File: config.mk
export PLATFORM = sky130hd
export DESIGN_NAME = uart_cmd_ctrl
export DESIGN_NICKNAME = d
export VERILOG_FILES = /design/src/rtl/uart_cmd_ctrl.sv
export SDC_FILE = /design/constraint.sdc
export NUM_CORES = 1
export LEC_CHECK = 0
export CAP_MARGIN = 20
export CORE_MARGIN = 2
export CORE_UTILIZATION = 58
export DETAILED_ROUTE_END_ITERATION = 16
export PLACE_DENSITY = 0.85
export SLEW_MARGIN = 30
export SYNTH_ARGS = -nofsm -noshare
export SYNTH_HDL_FRONTEND = slang
export SYNTH_SLANG_ARGS = --single-unit
File: constraint.sdc
create_clock -name clk -period 4.8 [get_ports clk]
set_clock_uncertainty 0.2 [all_clocks]
set_input_delay 0.96 -clock clk [delete_from_list [all_inputs] [get_ports clk]]
set_output_delay 0.96 -clock clk [all_outputs]
set_load 0.01 [all_outputs]
File: src/rtl/uart_cmd_ctrl.sv
// UART command sequencer: assembles HEADER/CMD/DATA/CSUM frames, writes config registers, and queues an ACK/NAK byte.
// Register writes and the ACK appear one cycle after CSUM. The ACK is held until iAckReady. Rate changes apply after the ACK handoff.
module uart_cmd_ctrl #(
  parameter logic [7:0]  HEADER         = 8'hA5,
  parameter int unsigned TIMEOUT_CYCLES = 312500,
  parameter int unsigned CNT_W          = 19
) (
  input  logic       clk,
  input  logic       reset,
  input  logic [7:0] iRxData,
  input  logic       iRxValid,
  input  logic       iAckReady,
  output logic [7:0] oAckData,
  output logic       oAckValid,
  output logic [1:0] oRate,
  output logic [7:0] oPwmDuty,
  output logic [7:0] oLed,
  output logic [7:0] oSegData,
  output logic       oCfgStb,
  output logic [7:0] oErrCnt,
  output logic       oBusy
);

  localparam logic [7:0]       ACK      = 8'h06;
  localparam logic [7:0]       NAK      = 8'h15;
  localparam logic [CNT_W-1:0] CNT_LAST = CNT_W'(TIMEOUT_CYCLES - 1);

  typedef enum logic [2:0] {
    S_IDLE, S_CMD, S_DATA, S_CSUM, S_RESP, S_APPLY
  } state_t;

  state_t           state_q;
  logic [7:0]       cmd_q, data_q;
  logic [CNT_W-1:0] cnt_q;
  logic [1:0]       rate_pend_q, rate_q;
  logic             apply_q;
  logic [7:0]       ack_dat_q, pwm_q, led_q, seg_q, err_cnt_q, err_cnt_d;
  logic             ack_vld_q, cfg_stb_q;
  logic             frame_ok;

  assign frame_ok  = (iRxData == (cmd_q ^ data_q)) && (cmd_q >= 8'h01) && (cmd_q <= 8'h04);
  assign err_cnt_d = (err_cnt_q == 8'hFF) ? err_cnt_q : err_cnt_q + 8'd1;

  always_ff @(posedge clk) begin
    if (reset) begin
      state_q     <= S_IDLE;
      cmd_q       <= '0;
      data_q      <= '0;
      cnt_q       <= '0;
      rate_pend_q <= '0;
      rate_q      <= '0;
      apply_q     <= 1'b0;
      ack_dat_q   <= '0;
      ack_vld_q   <= 1'b0;
      pwm_q       <= '0;
      led_q       <= '0;
      seg_q       <= '0;
      err_cnt_q   <= '0;
      cfg_stb_q   <= 1'b0;
    end else begin
      cfg_stb_q <= 1'b0;
      case (state_q)
        S_IDLE: begin
          cnt_q <= '0;
          if (iRxValid && iRxData == HEADER) state_q <= S_CMD;
        end
        S_CMD, S_DATA, S_CSUM: begin
          if (iRxValid) begin
            cnt_q <= '0;
            if (state_q == S_CMD) begin
              cmd_q   <= iRxData;
              state_q <= S_DATA;
            end else if (state_q == S_DATA) begin
              data_q  <= iRxData;
              state_q <= S_CSUM;
            end else begin
              state_q   <= S_RESP;
              ack_vld_q <= 1'b1;
              apply_q   <= frame_ok && (cmd_q == 8'h01);
              if (frame_ok) begin
                ack_dat_q <= ACK;
                case (cmd_q)
                  8'h01:   rate_pend_q <= data_q[1:0];
                  8'h02:   begin pwm_q <= data_q; cfg_stb_q <= 1'b1; end
                  8'h03:   begin led_q <= data_q; cfg_stb_q <= 1'b1; end
                  default: begin seg_q <= data_q; cfg_stb_q <= 1'b1; end
                endcase
              end else begin
                ack_dat_q <= NAK;
                err_cnt_q <= err_cnt_d;
              end
            end
          end else if (cnt_q == CNT_LAST) begin
            // Abandon the partial frame silently; only the error counter records it.
            state_q   <= S_IDLE;
            cnt_q     <= '0;
            err_cnt_q <= err_cnt_d;
          end else begin
            cnt_q <= cnt_q + CNT_W'(1);
          end
        end
        S_RESP: begin
          if (iAckReady) begin
            ack_vld_q <= 1'b0;
            state_q   <= apply_q ? S_APPLY : S_IDLE;
          end
        end
        S_APPLY: begin
          rate_q    <= rate_pend_q;
          cfg_stb_q <= 1'b1;
          apply_q   <= 1'b0;
          state_q   <= S_IDLE;
        end
        default: state_q <= S_IDLE;
      endcase
    end
  end

  assign oAckData  = ack_dat_q;
  assign oAckValid = ack_vld_q;
  assign oRate     = rate_q;
  assign oPwmDuty  = pwm_q;
  assign oLed      = led_q;
  assign oSegData  = seg_q;
  assign oCfgStb   = cfg_stb_q;
  assign oErrCnt   = err_cnt_q;
  assign oBusy     = (state_q != S_IDLE);

endmodule

Word level (Yosys, flattened, before mapping)
Cells that the tools add are included.
W data, S select, Z words.
- $add $sub $neg: 2
- $lt $le $gt $ge: 2
- eq/ne operators: 21
- multiplexer cells: 33
- bitwise gates (word level): 4
- reduce and logical (&&, ||, !) cells: 23
- operators by type and width (operator ; number):
    $mux W8 ; 6
    $mux W19 ; 2
    $pmux W19 S2 ; 1
    $reduce_and A6 Y1 ; 4
    $mux W3 ; 7
    $add A19 B1 Y19 const B ; 1
    $eq A19 B19 Y1 const B ; 1
    $eq A8 B2 Y1 const B ; 2
    $eq A8 B8 Y1 const B ; 2
    $ne A2 B2 Y1 const B ; 8
    $mux W1 ; 12
    $reduce_and A4 Y1 ; 3
    $reduce_and A5 Y1 ; 2
    $pmux W3 S3 ; 1
    $add A8 B1 Y8 const B ; 1
    $eq A8 B1 Y1 const B ; 1
    $eq A8 B8 Y1 ; 1
    $ge A8 B1 Y1 const B ; 1
    $le A8 B3 Y1 const B ; 1
    $reduce_bool A2 Y1 ; 4
    $xor A8 B8 Y8 ; 1
    $eq A3 B2 Y1 const B ; 2
    $eq A3 B3 Y1 const B ; 2
    $pmux W1 S2 ; 3
    other kinds (9) ; 16
- register bits: 85
- input bits: 12
- output and inout port bits: 45
- logic and storage cells: 99

Depth between registers and ports, before layout
- depth in word-level cells: 9
- gate-level depth with buffers: 8
- mapped depth without buffers: 7

Least setup slack after synthesis
OpenSTA, ideal clock, no wires.
- path type: in2reg
- start: input iRxValid
- end: register led_q[0] (netlist: oLed[0])
- library setup time: 128 ps
- arrival: 2524 ps
- path slack: 1949 ps
- stages on the path: 5
- path through: clkbuf_1 > nand3_1 > nor4_4 > mux2i_1 > nor2_1
- word-level cells in the longest chain between the ends: 1
- ends and longest elaborated chain (element ; line ; source):
    start: declaration ; 11 ; input logic iRxValid,
    $reduce_and A6 Y1 (no source line) ; n/a ;
    end signal: assignment ; 56 ; led_q <= '0;
    end signal: assignment ; 85 ; 8'h03: begin led_q <= data_q; cfg_stb_q <= 1'b1; end
    end: declaration ; 37 ; logic [7:0] ack_dat_q, pwm_q, led_q, seg_q, err_cnt_q, err_cnt_d;
Every way passes these cells.
A chain may end at the register's enable or synchronous reset.

Final worst setup path
- start: register state_q[2]
- end: output oBusy
- word-level cells in the longest chain between the ends: 1
- ends and longest elaborated chain (element ; line ; source):
    start: declaration ; 32 ; state_t state_q;
    start signal: assignment ; 105 ; state_q <= apply_q ? S_APPLY : S_IDLE;
    $reduce_bool A3 Y1 ; 127 ; assign oBusy = (state_q != S_IDLE);
    end: declaration ; 21 ; output logic oBusy
Every way passes these cells.

==> run metrics <==
outcome finished, final reports clean; RSZ-0062 raised after global routing no; Layout fillers 511; ant diodes 0; routed len/inst 15.5 µm; Port-buffer cells 52; Finished Core Util 0.704; Max Fclk 301 MHz; area occupied by multi-input gates 2030 µm²; Worst-path clk slew 0.08 ns; first-pass GRT wire length 14100 µm; initial antenna violation count 0; endpoints failing setup 0; largest net degree at the start of global routing 50; final slew viol count 0; logic gate share of total power 0.039; EDFF count, synth 0; top cell type's share of synthesized area 0.425; Seq cells post-synth 80; via count 3247; Async S/R FF share, synth 0; gr usage total 0.241; Resize count post-CTS 0; Fin Setup TNS 0 ns; drt first pass iters 4; post-synthesis cell area 3770 µm²; Peak VDD IR 217 µV; ratio of cells with drive above 1 in the final layout 0.0708; Synth warnings 0; Sequential Area 1600 µm²; synth top area cells dfxtp_1 42%, mux2i_1 7.2%, a21oi_1 5.4%; sequential area share after synthesis 0.425; placed cell count 527; Final Cycle Share 0.692; Synth-to-Final Area Change 17.9%; LEAKAGE 1.46 nW; antenna-violating nets left 0; Distinct cells, synth 59; Worst Path Required 3.64 ns; Final Hold Violating Endpoints 0; cells after synthesis 420; violation count after the first detailed-routing iteration 319; Hold Path Class register to register; type of origin of the critical path register; Final GP Congestion 0.827; slew margin rel. 0.426; I/O Pins 57; Sink Count 80; Design Power 1.14 mW; post-layout min period 3.32 ns; CTS H-tree depth 3; syn avg cell area 8.98 µm²; vias per cell 5.98; Finished Layout Cells 543; Setup crit end kind primary output; gr ovfl total 0; die area 7160 µm²; cts bufs inserted 9; power per cell area 257 nW/µm²; Yosys top cell by area dfxtp_1; final WL 8420 µm; Reg power frac 0.580; post-CTS setup buffers 0; CTS Buffer Depth 2; root cell of the clock tree clkbuf_8; DP HPWL 5770 µm; CP arrival 2.16 ns; Clock power frac 0.381; core area 6310 µm²; Final nets 475; sw power 274 µW; Main synth FF type dfxtp_1; Starting Density 0.598; CTS tree built; Int Power 870 µW; FP Rows 29; number of global-route vias before repair 3015; die width 84.6 µm; critical path peak fanout 17; worst skew pair latency 0.35 ns; drc violations 0; maxcap violations 0; WS Path Type register to primary output; Die Y 84.6 µm; hold slack 0.257 ns; CTS Hold Bufs 0; measured slew at the worst slew-check pin 0.855 ns; sw frac 0.239
## final timing paths
path / from / end / slack (ns) / cells past startpoint
setup / recovery: state_q[2]$_SDFFE_PP0P_ / oBusy / 1.48 / 3
hold / removal: oRate[0]$_SDFFE_PP0P_ / oRate[0]$_SDFFE_PP0P_ / 0.26 / 2
setup reg to reg: state_q[2]$_SDFFE_PP0P_ / oPwmDuty[4]$_SDFFE_PP0P_ / 2.12 / 5
hold reg to reg: oRate[0]$_SDFFE_PP0P_ / oRate[0]$_SDFFE_PP0P_ / 0.26 / 2
## worst max-delay path, cell delays in order (launching register included)
cell             delay (ns)
dfxtp_1                0.68
inv_1                  0.44
nand2_1                0.15
clkdlybuf4s50_1        0.55
## registers in the layout, summed over array words and instances (netlist names)
| signal | cells |
|---|---|
| cnt_q | 19 |
| cmd_q | 8 |
| data_q | 8 |
| oErrCnt | 8 |
| oLed | 8 |
| oPwmDuty | 8 |
| oSegData | 8 |
| oAckData | 3 |
| state_q | 3 |
| oRate | 2 |
| rate_pend_q | 2 |
| apply_q | 1 |
| oAckValid | 1 |
| oCfgStb | 1 |
## metal layers
metal / GRT usage / routed length [µm] / up-vias / part of all wire
met5: 0 / 0 / - / 0
li1: - / - / 1583 / -
met3: 0.0413 / 526 / 15 / 0.062
met2: 0.397 / 4050 / 123 / 0.48
met4: 0.0823 / 146 / 0 / 0.017
met1: 0.321 / 3700 / 1526 / 0.44
## Yosys cell counts, types with 2 or more instances
cell type / number
o21ai_0: 15
a311oi_1: 8
xor2_1: 2
o211ai_1: 2
and3_1: 4
mux2i_1: 27
nor4_4: 2
nor2_1: 51
a21oi_1: 41
nor2b_1: 4
inv_1: 4
nor4_1: 3
or3_1: 3
clkbuf_1: 17
nor4bb_1: 2
a41oi_1: 5
nand4_1: 2
nand2_1: 52
nand3b_1: 2
o31ai_1: 2
xnor3_1: 7
nand3_1: 15
dfxtp_1: 80
ha_1: 2
buf_2: 3
xnor2_1: 3
or4_1: 5
nor4_2: 2
nor3_1: 8
and4_1: 2
o21a_1: 2
nand2b_1: 6
nor3b_1: 5
a31oi_1: 2
buf_4: 6
## cell families after synthesis
family                   Yosys count  synth area share
AO/OA/AOI/OAI                     88             0.148
XOR/XNOR                          12            0.0534
adder cells (fa/ha/maj)            2           0.00663
buffers and inverters             31            0.0398
flip-flops                        80             0.425
multiplexers                      27            0.0716
other                              1          0.000994
AND/OR/NAND/NOR                  179             0.255
## power by group through the flow
stage	combinational, mW	sequential, mW	clock [mW]
2_1_floorplan	0.0292	0.679	0
3_3_place_gp	0.0428	0.680	0
3_5_place_dp	0.0433	0.680	0
4_1_cts	0.0438	0.664	0.443
5_1_grt	0.0469	0.664	0.475
6_report	0.0441	0.664	0.436
## stage by stage
step	instance area, µm²	worst slack (ns)
after floorplan	3780	1.95
after global placement	4280	1.26
after detailed placement	4280	1.18
after CTS	4450	1.50
after global routing	4450	1.37
final	4450	1.48
## cell type report
class | count | share of cell area
clock inverter | 6 | 0.00985
sequential | 80 | 0.360
tap | 77 | 0.0217
timing repair buffer | 54 | 0.119
multi-input combinational | 312 | 0.457
clock buffer | 10 | 0.0287
inverter | 4 | 0.00338
## layout by cell type (no fill, tap or decap), drive strengths merged, types with 6 or more instances in the layout
cell type	n
a21oi	41
a311oi	8
a41oi	6
clkbuf	10
clkdlybuf4s50	51
dfxtp	80
mux2i	27
nand2	52
nand2b	6
nand3	15
nor2	51
nor3	10
nor4	7
o21ai	17
xnor3	7
(Power assumes the default switching activity.)
